===== src/rtl/lcd_frame_fetch_if.sv =====
// Frame-fetch bus bundle: LCD timing inputs, display FIFO status and SDRAM burst-read handshake.
// The master side is the fetch engine; the slave side is the timing generator, FIFO and arbiter.
interface lcd_frame_fetch_if;
    logic        lcd_framesync;
    logic        lcd_request;
    logic        fifo_empty;
    logic [10:0] fifo_usedw;
    logic        rd_ack;
    logic        rd_done;
    logic        rd_req;
    logic [23:0] rd_addr;
    logic [8:0]  rd_len;
    logic        fifo_clear;
    logic        frame_active;
    logic [15:0] underflow_cnt;

    modport master (
        input  lcd_framesync, lcd_request, fifo_empty, fifo_usedw, rd_ack, rd_done,
        output rd_req, rd_addr, rd_len, fifo_clear, frame_active, underflow_cnt
    );

    modport slave (
        output lcd_framesync, lcd_request, fifo_empty, fifo_usedw, rd_ack, rd_done,
        input  rd_req, rd_addr, rd_len, fifo_clear, frame_active, underflow_cnt
    );
endinterface


===== src/rtl/lcd_frame_fetch.sv =====
// Fetches one frame per vsync as SDRAM bursts into the display FIFO; first rd_req CLR_CYC+2 cycles after vsync falls.
// Requests only when the FIFO has room for a full burst; rd_req holds until rd_ack and a started burst always completes.
module lcd_frame_fetch #(
    parameter int          H_DISP     = 640,
    parameter int          V_DISP     = 480,
    parameter int          BURST_LEN  = 64,
    parameter int          FIFO_DEPTH = 1024,
    parameter logic [23:0] BASE_ADDR  = 24'h000000,
    parameter int          CLR_CYC    = 4
) (
    input  logic               clk,
    input  logic               rst,
    lcd_frame_fetch_if.master  bus
);
    localparam logic [19:0] FRAME_WORDS = 20'(H_DISP * V_DISP);
    localparam logic [31:0] ROOM_THRESH = 32'(FIFO_DEPTH - BURST_LEN);
    localparam logic [8:0]  BURST_W     = 9'(BURST_LEN);
    localparam logic [3:0]  CLR_LAST    = 4'(CLR_CYC - 1);

    typedef enum logic [2:0] {
        ST_IDLE  = 3'd0,
        ST_CLEAR = 3'd1,
        ST_WAIT  = 3'd2,
        ST_REQ   = 3'd3,
        ST_BUSY  = 3'd4
    } state_t;

    state_t      r_state;
    logic        r_sync_d;
    logic        r_pending;
    logic [3:0]  r_clr_cnt;
    logic [19:0] r_words_left;
    logic        r_rd_req;
    logic [23:0] r_rd_addr;
    logic [8:0]  r_rd_len;
    logic        r_fifo_clear;
    logic [15:0] r_uf_cnt;

    logic        w_frame_start;
    logic        w_room;
    logic [8:0]  w_burst_len;

    assign w_frame_start = r_sync_d & ~bus.lcd_framesync;
    assign w_room        = ({21'd0, bus.fifo_usedw} <= ROOM_THRESH);
    // Tail burst fits in 9 bits because it is never larger than BURST_LEN (<= 256).
    assign w_burst_len   = (r_words_left > 20'(BURST_LEN)) ? BURST_W : r_words_left[8:0];

    always_ff @(posedge clk) begin
        if (rst) begin
            r_state      <= ST_IDLE;
            r_sync_d     <= 1'b1;
            r_pending    <= 1'b0;
            r_clr_cnt    <= 4'd0;
            r_words_left <= 20'd0;
            r_rd_req     <= 1'b0;
            r_rd_addr    <= BASE_ADDR;
            r_rd_len     <= 9'd0;
            r_fifo_clear <= 1'b0;
            r_uf_cnt     <= 16'd0;
        end else begin
            r_sync_d <= bus.lcd_framesync;

            if (bus.lcd_request && bus.fifo_empty && (r_uf_cnt != 16'hFFFF)) begin
                r_uf_cnt <= r_uf_cnt + 16'd1;
            end

            case (r_state)
                ST_IDLE: begin
                    if (w_frame_start) begin
                        r_state      <= ST_CLEAR;
                        r_fifo_clear <= 1'b1;
                        r_clr_cnt    <= 4'd0;
                    end
                end
                ST_CLEAR: begin
                    r_rd_addr    <= BASE_ADDR;
                    r_words_left <= FRAME_WORDS;
                    r_pending    <= 1'b0;
                    if (r_clr_cnt == CLR_LAST) begin
                        r_state      <= ST_WAIT;
                        r_fifo_clear <= 1'b0;
                    end else begin
                        r_clr_cnt <= r_clr_cnt + 4'd1;
                    end
                end
                ST_WAIT: begin
                    if (w_frame_start) begin
                        r_state      <= ST_CLEAR;
                        r_fifo_clear <= 1'b1;
                        r_clr_cnt    <= 4'd0;
                    end else if ((r_words_left != 20'd0) && w_room) begin
                        r_state  <= ST_REQ;
                        r_rd_req <= 1'b1;
                        r_rd_len <= w_burst_len;
                    end
                end
                ST_REQ: begin
                    if (bus.rd_ack) begin
                        r_rd_addr    <= r_rd_addr + {15'd0, r_rd_len};
                        r_words_left <= r_words_left - {11'd0, r_rd_len};
                        r_rd_req     <= 1'b0;
                        r_state      <= ST_BUSY;
                        if (w_frame_start) begin
                            r_pending <= 1'b1;
                        end
                    end else if (w_frame_start) begin
                        r_rd_req     <= 1'b0;
                        r_state      <= ST_CLEAR;
                        r_fifo_clear <= 1'b1;
                        r_clr_cnt    <= 4'd0;
                    end
                end
                ST_BUSY: begin
                    // A vsync arriving on the rd_done cycle itself still counts as pending.
                    if (bus.rd_done) begin
                        if (r_pending || w_frame_start) begin
                            r_state      <= ST_CLEAR;
                            r_fifo_clear <= 1'b1;
                            r_clr_cnt    <= 4'd0;
                        end else begin
                            r_state <= ST_WAIT;
                        end
                    end else if (w_frame_start) begin
                        r_pending <= 1'b1;
                    end
                end
                default: begin
                    r_state <= ST_IDLE;
                end
            endcase
        end
    end

    assign bus.rd_req        = r_rd_req;
    assign bus.rd_addr       = r_rd_addr;
    assign bus.rd_len        = r_rd_len;
    assign bus.fifo_clear    = r_fifo_clear;
    assign bus.frame_active  = (r_state != ST_IDLE) && (r_words_left != 20'd0);
    assign bus.underflow_cnt = r_uf_cnt;
endmodule


===== src/flat_wrapper.sv =====
// flat-port wrapper written by rule: the top's interface ports become plain ports
module lcd_frame_fetch_flat 
#(
    parameter int          H_DISP     = 640,
    parameter int          V_DISP     = 480,
    parameter int          BURST_LEN  = 64,
    parameter int          FIFO_DEPTH = 1024,
    parameter logic [23:0] BASE_ADDR  = 24'h000000,
    parameter int          CLR_CYC    = 4
)
  (clk, rst, bus_lcd_framesync, bus_lcd_request, bus_fifo_empty, bus_fifo_usedw, bus_rd_ack, bus_rd_done, bus_rd_req, bus_rd_addr, bus_rd_len, bus_fifo_clear, bus_frame_active, bus_underflow_cnt);
  lcd_frame_fetch_if bus_i ();
  input  logic clk;
  input  logic rst;
  input wire logic [$bits(bus_i.lcd_framesync)-1:0] bus_lcd_framesync;
  input wire logic [$bits(bus_i.lcd_request)-1:0] bus_lcd_request;
  input wire logic [$bits(bus_i.fifo_empty)-1:0] bus_fifo_empty;
  input wire logic [$bits(bus_i.fifo_usedw)-1:0] bus_fifo_usedw;
  input wire logic [$bits(bus_i.rd_ack)-1:0] bus_rd_ack;
  input wire logic [$bits(bus_i.rd_done)-1:0] bus_rd_done;
  output wire logic [$bits(bus_i.rd_req)-1:0] bus_rd_req;
  output wire logic [$bits(bus_i.rd_addr)-1:0] bus_rd_addr;
  output wire logic [$bits(bus_i.rd_len)-1:0] bus_rd_len;
  output wire logic [$bits(bus_i.fifo_clear)-1:0] bus_fifo_clear;
  output wire logic [$bits(bus_i.frame_active)-1:0] bus_frame_active;
  output wire logic [$bits(bus_i.underflow_cnt)-1:0] bus_underflow_cnt;
  assign bus_i.lcd_framesync = bus_lcd_framesync;
  assign bus_i.lcd_request = bus_lcd_request;
  assign bus_i.fifo_empty = bus_fifo_empty;
  assign bus_i.fifo_usedw = bus_fifo_usedw;
  assign bus_i.rd_ack = bus_rd_ack;
  assign bus_i.rd_done = bus_rd_done;
  assign bus_rd_req = bus_i.rd_req;
  assign bus_rd_addr = bus_i.rd_addr;
  assign bus_rd_len = bus_i.rd_len;
  assign bus_fifo_clear = bus_i.fifo_clear;
  assign bus_frame_active = bus_i.frame_active;
  assign bus_underflow_cnt = bus_i.underflow_cnt;
  lcd_frame_fetch #(.H_DISP(H_DISP), .V_DISP(V_DISP), .BURST_LEN(BURST_LEN), .FIFO_DEPTH(FIFO_DEPTH), .BASE_ADDR(BASE_ADDR), .CLR_CYC(CLR_CYC)) u_core (.clk(clk), .rst(rst), .bus(bus_i));
endmodule

===== config.mk =====
export PLATFORM = sky130hd
export DESIGN_NAME = lcd_frame_fetch_flat
export DESIGN_NICKNAME = d
export VERILOG_FILES = /design/src/rtl/lcd_frame_fetch_if.sv /design/src/rtl/lcd_frame_fetch.sv /design/src/flat_wrapper.sv
export SDC_FILE = /design/constraint.sdc
export NUM_CORES = 1
export LEC_CHECK = 0
export BUFFER_PORTS_ARGS = -buffer_cell sky130_fd_sc_hd__buf_2
export CAP_MARGIN = 20
export CORE_MARGIN = 1.5
export CORE_UTILIZATION = 45
export DETAILED_ROUTE_END_ITERATION = 16
export HOLD_SLACK_MARGIN = 0.08
export PLACE_DENSITY_LB_ADDON = 0.15
export SLEW_MARGIN = 20
export SYNTH_ARGS = -nofsm -noshare
export SYNTH_HDL_FRONTEND = slang
export SYNTH_SLANG_ARGS = --single-unit

===== constraint.sdc =====
create_clock -name clk -period 4.1 [get_ports clk]
set_input_delay 1.025 -clock clk [delete_from_list [all_inputs] [get_ports clk]]
set_output_delay 1.025 -clock clk [all_outputs]
set_load 0.01 [all_outputs]

==> results.md, run 1 <==
- The number of global-route vias before repair is 4285.
- Along the worst path, the maximum fanout reaches 9.
- The proportion of synthesized chip area in sequential cells is 32.77%.
- The first-pass iteration count of the detailed router is 5.
- The count of antenna diodes in the layout is 0.
- The remaining design rule violation count is 0.
- The share of the synthesized area in the top cell type is 32.77%.
- The floorplan step defined a core boundary enclosing 0.01042 mm².
- The routed design could run at a clock period as short as 3.244 ns.
- The top cell types in the final layout, fill and taps aside, are sky130_fd_sc_hd__dfxtp_1 (80), sky130_fd_sc_hd__buf_2 (69), sky130_fd_sc_hd__nand2_1 (52), sky130_fd_sc_hd__nor2_1 (47), sky130_fd_sc_hd__a21oi_1 (43).
- The die is 107.2 µm wide.
- Based on the critical path, the design can be clocked at up to 308.3 MHz.
- Buffers inserted during clock tree synthesis total 9.
- The tree built by TritonCTS fans out to 80 sinks.
- The signal on the critical path passes through nor4_4 > nand3_2 > or4_4 > o31a_2 > buf_2.
- The placer congestion estimate is 0.8647.
- Synthesis produced 606 cells.
- The post-route clock skew is 0.01090 ns.
- For this design, the CTS-stage hold fixing added 0 buffers.
- The routed design has 12460 µm of wire.
- The count of port buffers added during placement is 69.
- The number of buffers between clock root and the deepest sink is 2.
- The count of nets left with antenna violations once routing finished came out at 0.
- The area growth from synthesis to final layout is 12.83%.
- For this run the aggregate overflow at the end of global routing stands at 0.
- Measured against its own limit, the worst slew margin works out to 29.32%.
- Global routing used 22.47% of the available tracks.
- The total via count after detailed routing is 4762.
- Yosys printed 0 warnings.
- The average detailed-routed wire length per instance is 15.62 µm.
- In this run, synthesis inferred 0 flip-flops with an integrated enable.
- The number of buffers and inverters on the critical path is 1.
- Counting flops with an async set or reset pin after synthesis yields a share of 0%.
- Entering global routing, the biggest net connects 51 pins.
- After synthesis, the cell types taking the most area are sky130_fd_sc_hd__dfxtp_1 (33%), sky130_fd_sc_hd__ha_1 (5.1%), sky130_fd_sc_hd__a21oi_1 (4.4%), sky130_fd_sc_hd__nand2_1 (4.0%), sky130_fd_sc_hd__nor2_1 (3.6%).
- The largest individual stage delay along the critical path comes from the cell sky130_fd_sc_hd__or4_4.
- TritonCTS built the clock tree.
- The post-synth design cell area is 0.004887 mm².
- The worst ir drop on vdd is 0.2349 mV.
- The count of cell types in the netlist is 65.
- For the pin with the worst max-slew slack, the measured transition is 1.058 ns.
- The total power per unit cell area is 310.4 mW/mm².
- The post-route netlist has 16.16% of its cells at a drive strength greater than 1.
- The type of destination of the critical path is a primary output.
- Once layout is complete, the utilization of the core stands at 52.94%.
- The number of I/O pins is 70.
- The delay of the slowest critical-path stage is 0.60 ns.
- The final layout contains 698 nets.
- The H-tree generated during clock tree synthesis spans 3 levels.
- Setup violations remaining at the end of the flow were counted as 0.
- The uppermost signal routing layer after detailed routing is met4.
- The clock insertion delay at the later pin of the skew report is 0.37 ns.
- The post-detailed-placement half-perimeter wirelength is 8889 µm.
- The number of vias per cell is 5.967.
- The tool flagged a number of max-cap violations equal to 0.
- The synthesized design contains 80 register bits.
- The final critical path takes up 79.12% of the cycle.
- The master cell of the clock root buffer is sky130_fd_sc_hd__clkbuf_8.
- In this run, post-CTS repair resized a total of 0 instances.
- The static leakage power is 0.002214 µW.
- Setup total negative slack on the finished layout was measured at 0 ns.
- The number of DRC markers after the initial detailed-route iteration is 300.
- The number of antenna violations at the first check in global routing is 0.
- Data arrives at the worst endpoint at 2.22 ns.
- In this run the vertical extent of the chip is 107.2 µm.
- Summed over all instances, the cell type with the most area after synthesis is sky130_fd_sc_hd__dfxtp_1.
- Summed over all nets, wire length on met2 after detailed routing comes to 6005 µm.
- The commonest register cell after synthesis is sky130_fd_sc_hd__dfxtp_1.
- The kind of start point of the critical path is a flop.
- The most frequent standard cell in the layout excluding fill and tap cells is sky130_fd_sc_hd__dfxtp_1.
- Broken down by cell family, the worst path's largest delay share belongs to simple AND/OR/NAND/NOR gates.
- The filler cell count is 1003.
- Across all hold checks on the routed design, the worst slack comes to 0.4810 ns.
- The mean post-synth cell area is 8.065 µm².
- The flow ran to the end, and the final reports show no timing, DRC or antenna violations.
- Setup repair after global routing left no endpoint under its margin.
- The final-report hold violation count came to 0.
- The area enclosed by the die boundary is 0.01150 mm².
- The final number of max-transition violations is 0.
- The initial utilization of the core area, before any placement, comes to 46.92%.
- Overall power consumption after layout is estimated at 1712 µW.
- The initialized floorplan defines 37 standard-cell rows.
- The detailed router put a total of 5654 µm of wire on met1.
- In this run the post-CTS setup repair buffer count came out at 0.
- The kind of critical path is flop to primary output.
- The first-pass GRT wire length is 20690 µm.
- The number of nets in the synthesized netlist is 646.
- STA puts the critical path data required time at 3.07 ns.
- The worst hold path belongs to the class flop to flop.
- The met3 wirelength from detailed routing is 662 µm.
- After clock tree synthesis, the clock-pin slew on the worst setup and hold paths is 0.08 ns.
==> where the power goes <==
group          total [µW]  leakage, µW  internal, µW  switching [µW]
clock network         671     0.000112           373             298
registers             812     0.000646           790            22.1
logic                 229      0.00146          75.5             154
==> cells in the mapped netlist (7+ instances only) <==
| master | count |
|---|---|
| sky130_fd_sc_hd__xor2_1 | 11 |
| sky130_fd_sc_hd__nand2_1 | 52 |
| sky130_fd_sc_hd__nor3_1 | 25 |
| sky130_fd_sc_hd__nand4_1 | 8 |
| sky130_fd_sc_hd__a31oi_1 | 11 |
| sky130_fd_sc_hd__clkbuf_1 | 23 |
| sky130_fd_sc_hd__o211ai_1 | 7 |
| sky130_fd_sc_hd__mux2i_1 | 13 |
| sky130_fd_sc_hd__buf_2 | 8 |
| sky130_fd_sc_hd__and3_1 | 8 |
| sky130_fd_sc_hd__xnor2_1 | 14 |
| sky130_fd_sc_hd__nand3_1 | 35 |
| sky130_fd_sc_hd__nand2b_1 | 8 |
| sky130_fd_sc_hd__o31ai_1 | 13 |
| sky130_fd_sc_hd__dfxtp_1 | 80 |
| sky130_fd_sc_hd__a22oi_1 | 9 |
| sky130_fd_sc_hd__ha_1 | 20 |
| sky130_fd_sc_hd__nor2_1 | 47 |
| sky130_fd_sc_hd__o21ai_0 | 19 |
| sky130_fd_sc_hd__or4_1 | 17 |
| sky130_fd_sc_hd__or3_1 | 18 |
| sky130_fd_sc_hd__nor4_1 | 16 |
| sky130_fd_sc_hd__a21oi_1 | 43 |
| sky130_fd_sc_hd__a211oi_1 | 8 |
| sky130_fd_sc_hd__inv_1 | 23 |
==> worst register-to-register path, cell delays in order, from the launching register on <==
cell	delay (ns)
sky130_fd_sc_hd__dfxtp_1	0.41
sky130_fd_sc_hd__ha_1	0.19
sky130_fd_sc_hd__inv_1	0.05
sky130_fd_sc_hd__fa_1	0.40
sky130_fd_sc_hd__a21o_1	0.21
sky130_fd_sc_hd__a221oi_1	0.38
sky130_fd_sc_hd__o21ai_0	0.35
sky130_fd_sc_hd__a2111oi_2	0.51
sky130_fd_sc_hd__mux2i_1	0.22
==> path summary, 6_finish.rpt <==
path,startpoint,endpoint,slack (ns),cells past startpoint
max,u_core.r_words_left[9],bus_frame_active,0.86,5
min,u_core.r_words_left[19],u_core.r_words_left[19],0.48,2
min reg2reg,u_core.r_words_left[19],u_core.r_words_left[19],0.48,2
max reg2reg,u_core.bus.rd_len[0],u_core.r_words_left[14],1.30,8
==> flip-flops by register name, summed over array words and instances, names as in the netlist <==
register                  cells
u_core.bus.underflow_cnt     16
u_core.r_pending              1
u_core.r_words_left          20
u_core.r_clr_cnt              4
u_core.r_state                3
u_core.bus.rd_req             1
u_core.bus.rd_len             9
u_core.r_sync_d               1
u_core.bus.fifo_clear         1
u_core.bus.rd_addr           24
==> area by class of cell <==
cell class | instances | area [µm²] | area share (%)
Clock inverter | 3 | 65.06 | 1.180
Timing Repair Buffer | 75 | 390.4 | 7.080
Sequential cell | 80 | 1602 | 29.04
Clock buffer | 12 | 155.1 | 2.814
Tap cell | 136 | 170.2 | 3.086
Multi-Input combinational cell | 469 | 3045 | 55.23
Inverter | 23 | 86.33 | 1.566
==> logic make-up after synthesis <==
group	Yosys count	share of synthesized area, %
AOI/OAI and AO/OA	142	19.48
DFF	80	32.77
and+or+nand+nor	265	29.29
xor gates and xnor gates	25	4.480
buffers and inverters	57	4.916
muxes	15	3.123
adders and majority gates	22	5.940
==> metrics by stage <==
step                area [µm²]  setup slack [ns]  instances
floorplan                 4887             1.529        606
global placement          5294             1.149        783
detailed placement        5294             1.044        783
CTS                       5514            0.8339        798
global route              5514            0.7164        798
finish                    5514            0.8561        798
==> layer usage <==
layer	global-route usage, %	vias to the layer above
li1	-	2356
met1	28.36	2255
met2	37.40	136
met3	6.018	15
met4	6.571	0
met5	0	-
Power figures use the tool's default switching activity.
==> run 2, diff against run 1 <==
==> constraint.sdc (replaced) <==
create_clock -name clk -period 2.75 [get_ports clk]
set_input_delay 0.6875 -clock clk [delete_from_list [all_inputs] [get_ports clk]]
set_output_delay 0.6875 -clock clk [all_outputs]
set_load 0.01 [all_outputs]
==> results.md, run 2 (synthesis gave the netlist of run 1 again) <==
- The signal on the critical path passes through nor4_2 > nand2_1 > or4_4 > o31a_2 > buf_2.
- The number of DRC markers after the initial detailed-route iteration is 340 (+13%).
- The number of I/O pins was 70 (unchanged).
- The total routing resource utilization after global routing was 21.76% (-0.71 points).
- The net count of the finished layout is 711 (+1.9%).
- The delay of the slowest critical-path stage was 0.56 ns (-0.04 ns).
- The clock-pin slew reported for the worst setup and hold paths after clock tree synthesis was 0.08 ns (about the same).
- The pin count of the biggest net entering global routing is 38 (-25%).
- Derived from the worst setup path, the maximum achievable clock frequency is 378.2 MHz.
- The TritonCTS clock tree is built.
- The final setup violation count was 0 (unchanged).
- The flow ran to the end, and the final reports show no timing, DRC or antenna violations.
- The worst ir drop on vdd is 0.2281 mV (-2.9%).
- The post-detailed-placement half-perimeter wirelength was 8857 µm (-0.35%).
- The final total negative setup slack was 0 ns (unchanged).
- The count of port buffers added during placement is 69 (unchanged).
- Counting I/O delays and the setup requirement, the final critical path takes 2.644 ns.
- The library cells used most frequently in the layout, excluding fill and tap cells, are sky130_fd_sc_hd__dfxtp_1 (79), sky130_fd_sc_hd__buf_2 (69), sky130_fd_sc_hd__nand2_1 (52), sky130_fd_sc_hd__nor2_1 (47), sky130_fd_sc_hd__a21oi_1 (43).
- The met3 wirelength from detailed routing came to 446 µm (-33%).
- The clock insertion delay at the later pin of the skew report was 0.35 ns (-0.02 ns).
- The depth of the worst hold-timing path is 2 (unchanged).
- The final wirelength is 12140 µm (-2.6%).
- The number of standard-cell rows in the floorplan is 37 (unchanged).
- The final-report hold violation count was 0 (unchanged).
- The number of buffers created by CTS is 9 (unchanged).
- The flip-flop count of the largest register after layout is 24 (unchanged).
- The vertical extent of the die is 107.2 µm (unchanged).
- STA classifies the critical path startpoint as a flop.
- The transition time at the pin with the least slew margin is 0.6612 ns (-0.3968 ns).
- In the finished design, the share of the clock period the worst path needs comes to 96.14%.
- The antenna violation net count after detailed routing is 0 (unchanged).
- In this run the most critical hold path is launched from u_core.r_words_left[19].
- The signal arrival time at the worst endpoint is 1.96 ns (-0.26 ns).
- The area of the core region is 0.01042 mm² (unchanged).
- The endpoint identified for the worst register-to-register timing path is u_core.r_words_left[14].
- The data required time of the worst path is 2.06 ns (-1.01 ns).
- The first-pass GRT wire length is 20210 µm (-2.3%).
- The relative slew slack was 55.81% (+26 points).
- The number of cell instances on the worst register-to-register path is 8 (unchanged).
- Setup repair after global routing left no endpoint under its margin.
- The number of global-route vias before repair is 4285 (unchanged).
- The top fanout value on the critical path was 4 (-5).
- The total power per unit cell area is 448.7 mW/mm² (+45%).
- In this run the worst hold path is classified as flop to flop.
- The global route total overflow is 0 (unchanged).
- The post-route clock skew came to 0.007620 ns (-0.003285 ns).
- The detailed-route wire length on metal 1 was 5695 µm (+0.73%).
- The type of destination of the critical path is a primary output.
- For hold timing, the worst endpoint is u_core.r_words_left[19].
- Leaving out fill and tap cells, the most frequent cell in the layout is sky130_fd_sc_hd__dfxtp_1.
- The fraction of final layout cells with drive strength greater than 1 is 18.40% (+2.2 points).
- The master cell of the clock root buffer is sky130_fd_sc_hd__clkbuf_8.
- The area enclosed by the die boundary is 0.01150 mm² (unchanged).
- The total via count after detailed routing is 4705 (-1.2%).
- The length of routed met2 wiring is 5823 µm (-3.0%).
- The remaining design rule violation count is 0 (unchanged).
- The die extent in x is 107.2 µm (unchanged).
- The startpoint of the worst-slack reg-to-reg timing path is u_core.bus.rd_len[0].
- The number of vias per cell is 5.809 (-2.7%).
- The count of antenna diodes in the layout was 0 (unchanged).
- The area growth from synthesis to final layout is 15.21%.
- The number of antenna violations at the first check in global routing is 0 (unchanged).
- The initial cell density of the core is 46.92% (unchanged).
- The placer congestion estimate was 0.8729 (+0.95%).
- The filler cell count was 1019 (+1.6%).
- After detailed routing, no signal wire sits above met4.
- The average detailed-routed wire length per instance is 14.98 µm (-4.1%).
- The reg2reg setup slack is 0.30 ns (-1.00 ns).
- The number of hold buffers added after cts is 0 (unchanged).
- The first-pass iteration count of the detailed router is 4 (-1).
- The number of maximum-capacitance violations is 0 (unchanged).
- The total number of clock tree sinks is 80 (unchanged).
- The post-layout utilization of the core is 54.05% (+1.1 points).
- The largest individual stage delay along the critical path comes from the cell sky130_fd_sc_hd__or4_4.
- The number of buffers between clock root and the deepest sink came to 2 (unchanged).
- The static leakage power is 0.002283 µW (+3.1%).
- The kind of critical path is flop to primary output.
- The number of levels the H-tree was split into is 3 (unchanged).
- The final number of max-transition violations is 0 (unchanged).
-- run 2: cell count changes in the layout (fill, tap and decap cells not counted), sizes merged --
cell    before  now
clkbuf      12   10
buf         75   88
clkinv       1    2
-- run 2: timing repair --
item	CTS	global route
cloned	0	0
endpoints found under the setup margin	1	2
resized for setup	1	4
pin swaps	1	3
setup buffers	1	3
-- run 2: layout make-up --
cell class	count	area, µm²	share of cell area, %
Inverter	23	86.33	1.533
Timing Repair Buffer	88	500.5	8.889
Clock buffer	10	137.6	2.444
Multi-Input combinational cell	469	3063	54.40
Tap cell	136	170.2	3.022
Sequential cell	80	1603	28.47
Clock inverter	4	70.07	1.244
-- run 2: per-stage QoR --
stage / power (µW) / worst slack, ns / std cells / hold slack, ns / area [µm²]
2_1_floorplan: 1484 / 0.3390 / 606 / 0.4475 / 4887
3_3_place_gp: 1593 / 0.2030 / 792 / 0.4570 / 5374
3_5_place_dp: 1600 / 0.1275 / 792 / 0.4690 / 5374
4_1_cts: 2537 / 0.005004 / 807 / 0.4797 / 5594
5_1_grt: 2640 / 0.01776 / 810 / 0.5164 / 5630
6_report: 2526 / 0.1061 / 810 / 0.4882 / 5630
-- run 2: per-layer routing --
layer / vias up / global-route usage [%]
li1: 2399 / -
met1: 2182 / 28.29
met2: 105 / 36.49
met3: 19 / 2.614
met4: 0 / 8.762
met5: - / 0
-- run 2: power by group --
group | leakage, µW | internal, µW | switching, µW | total, µW
Clock | 0.000108 | 523 | 406 | 929
Sequential | 0.000646 | 1180 | 32.3 | 1210
Combinational | 0.00153 | 150 | 238 | 388
-- run 2: critical path: cells and delay by family (launching register included) --
family                 cells  cell delay [ns]
AOI/OAI and AO/OA          1             0.13
buffers and inverters      1             0.14
DFF                        1             0.36
and+or+nand+nor            3             0.97
-- run 2: how the worst max path moves through the flow --
stage | start | endpoint | slack (ns) | cells after the start
6_report | u_core.r_words_left[3] | bus_frame_active | 0.11 | 5
5_1_grt | u_core.r_words_left[3] | bus_frame_active | 0.02 | 5
4_1_cts | u_core.r_words_left[12] | bus_frame_active | 0.005 | 5
3_5_place_dp | u_core.r_words_left[0] | u_core.r_words_left[14] | 0.13 | 9
3_3_place_gp | u_core.bus.rd_len[0] | u_core.r_words_left[14] | 0.20 | 8
2_1_floorplan | u_core.bus.rd_len[0] | u_core.r_words_left[14] | 0.34 | 8
==> run 3, diff against run 2 <==
--- a/config.mk
+++ b/config.mk
@@ -5,11 +5,11 @@
 export SDC_FILE = /design/constraint.sdc
 export NUM_CORES = 1
 export LEC_CHECK = 0
-export BUFFER_PORTS_ARGS = -buffer_cell sky130_fd_sc_hd__buf_2
 export CAP_MARGIN = 20
 export CORE_MARGIN = 1.5
 export CORE_UTILIZATION = 45
 export DETAILED_ROUTE_END_ITERATION = 16
+export DONT_BUFFER_PORTS = 1
 export HOLD_SLACK_MARGIN = 0.08
 export PLACE_DENSITY_LB_ADDON = 0.15
 export SLEW_MARGIN = 20
==> results.md, run 3 (synthesis gave the netlist of run 1 again) <==
- The number of maximum-capacitance violations was 0 (unchanged).
- The total number of clock tree sinks is 80 (unchanged).
- Leaving out fill and tap cells, the most frequent cells in the layout are sky130_fd_sc_hd__dfxtp_1 (79), sky130_fd_sc_hd__nand2_1 (52), sky130_fd_sc_hd__nor2_1 (47), sky130_fd_sc_hd__a21oi_1 (43), sky130_fd_sc_hd__nand3_1 (35).
- The run finished with clean final reports.
- The first-pass GRT wire length is 20600 µm (+1.9%).
- The post-detailed-placement half-perimeter wirelength came to 8736 µm (-1.4%).
- The class of the tightest hold or removal check is input pin to flop.
- The number of vias per cell is 6.067 (+4.4%).
- The area of the core region is 0.01042 mm² (unchanged).
- The flip-flop count of the largest register after layout was 24 (unchanged).
- The placer congestion estimate is 0.8553 (-2.0%).
- The number of standard-cell rows in the floorplan is 37 (unchanged).
- The type of destination of the critical path is a primary output.
- The area growth from synthesis to layout is 8.756%.
- The net count of the finished layout is 649 (-8.7%).
- The number of antenna violations at the first check in global routing was 0 (unchanged).
- The global route total overflow was 0 (unchanged).
- The relative slew slack came to 54.26% (-1.5 points).
- The transition time at the pin with the least slew margin is 0.6848 ns (+0.02353 ns).
- The number of DRC markers after the initial detailed-route iteration is 324 (-4.7%).
- The average detailed-routed wire length per instance is 16.61 µm (+11%).
- The number of buffers between clock root and the deepest sink came to 2 (unchanged).
- The number of hold buffers added after cts is 0 (unchanged).
- The area enclosed by the die boundary was 0.01150 mm² (unchanged).
- The initial cell density of the core is 46.92% (unchanged).
- The kind of critical path is flop to primary output.
- The number of cell instances on the worst register-to-register path is 9 (+1).
- The final number of max-transition violations is 0 (unchanged).
- The antenna violation net count after detailed routing is 0 (unchanged).
- The worst ir drop on vdd is 0.4783 mV (+110%).
- The count of port buffers added during placement came to 0 (-100%).
- The final setup violation count is 0 (unchanged).
- The total via count after detailed routing is 4550 (-3.3%).
- The startpoint of the worst-slack reg-to-reg timing path is u_core.r_words_left[0].
- The die extent in x is 107.2 µm (unchanged).
- The pin count of the biggest net entering global routing is 52 (+37%).
- The clock insertion delay at the later pin of the skew report is 0.38 ns (+0.03 ns).
- The count of antenna diodes in the layout is 0 (unchanged).
- The reg2reg setup slack is 0.26 ns (-0.04 ns).
- The total routing resource utilization after global routing came to 22.64% (+0.88 points).
- The worst register-to-register path ends at u_core.r_words_left[14].
- The signal arrival time at the worst endpoint was 1.95 ns (about the same).
- The number of global-route vias before repair is 4272 (-0.30%).
- The end of the critical path is bus_frame_active.
- The clock-pin slew reported for the worst setup and hold paths after clock tree synthesis came to 0.08 ns (about the same).
- The static leakage power is 0.001950 µW (-15%).
- The total power per unit cell area came to 463.7 mW/mm² (+3.3%).
- The remaining design rule violation count is 0 (unchanged).
- The kind of start point of the critical path is a flop.
- The first-pass iteration count of the detailed router was 4 (unchanged).
- The number of buffers created by CTS came to 9 (unchanged).
- The total power draw is 2465 µW (-2.4%).
- The number of levels the H-tree was split into is 3 (unchanged).
- The master cell of the clock root buffer is sky130_fd_sc_hd__clkbuf_8.
- The most frequent standard cell in the layout excluding fill and tap cells is sky130_fd_sc_hd__dfxtp_1.
- The data required time of the worst path is 2.06 ns (about the same).
- The top fanout value on the critical path is 4 (unchanged).
- The final-report hold violation count is 0 (unchanged).
- The number of I/O pins was 70 (unchanged).
- Setup repair after global routing left no endpoint under its margin.
- The final clock period utilization by the worst path is 95.91% (-0.23 points).
- The fraction of final layout cells with drive strength greater than 1 was 10.26% (-8.1 points).
- The peak clock frequency supported by timing was 379.1 MHz (+0.24%).
- The most critical setup path has its startpoint at u_core.r_words_left[3].
- The minimum period implied by the final worst setup slack is 2.638 ns (-0.006363 ns).
- The final wirelength is 12460 µm (+2.7%).
- The post-route clock skew was 0.01122 ns (+0.003605 ns).
- The TritonCTS clock tree is built.
- The vertical extent of the die is 107.2 µm (unchanged).
- The final total negative setup slack is 0 ns (unchanged).
run 3: cell type report:
class | count | area [µm²]
fill | 1024 | 5101
multi-input combinational | 469 | 3063
sequential | 80 | 1603
timing repair buffer | 26 | 195.2
tap | 136 | 170.2
clock buffer | 11 | 141.4
inverter | 23 | 86.33
clock inverter | 5 | 56.30
run 3: stage by stage:
| stage | cell area [µm²] | hold slack (ns) | instances | util [%] | setup slack [ns] |
|---|---|---|---|---|---|
| floorplan | 4887 | 0.4475 | 606 | - | 0.3390 |
| global placement | 5084 | 0.4612 | 732 | 48.80 | 0.2435 |
| detailed placement | 5084 | 0.4759 | 732 | 48.80 | 0.1654 |
| CTS | 5281 | 0.3607 | 748 | 50.70 | 0.0006957 |
| global route | 5315 | 0.3643 | 750 | 51.03 | 0.001175 |
| finish | 5315 | 0.3938 | 750 | 51.03 | 0.1124 |
run 3: power by group:
part           leakage, µW  total, µW  internal [µW]  switching, µW
clock            0.0000993        902            443            459
combinational      0.00120        350            132            217
sequential        0.000646       1210           1180           35.7
total              0.00195       2460           1750            712
run 3: metal layers:
metal	track usage [%]	routed length, µm
met1	29.21	5762
met2	36.44	5864
met3	4.316	583
met4	10.38	247
met5	0	0
run 3: critical path, cell delays in order (launching register included):
cell,delay (ns)
sky130_fd_sc_hd__dfxtp_1,0.35
sky130_fd_sc_hd__nor4_2,0.37
sky130_fd_sc_hd__nand2_1,0.12
sky130_fd_sc_hd__or4_4,0.57
sky130_fd_sc_hd__o31a_2,0.16
run 3: how the worst min path moves through the flow:
stage                                  endpoint  slack [ns]               startpoint  depth (start not counted)
finish                      u_core.r_clr_cnt[1]        0.39                      rst                          1
global route        u_core.bus.underflow_cnt[9]        0.36                      rst                          1
CTS                 u_core.bus.underflow_cnt[9]        0.36                      rst                          1
detailed placement          u_core.r_clr_cnt[1]        0.48      u_core.r_clr_cnt[1]                          2
global placement        u_core.r_words_left[19]        0.46  u_core.r_words_left[19]                          2
floorplan               u_core.r_words_left[19]        0.45  u_core.r_words_left[19]                          2
run 3: what timing repair did:
action                     CTS  global route
buffers inserted             0             2
gates resized for setup      0             4
gates cloned                 0             0
setup endpoints to repair    1             2
pin swaps                    1             3
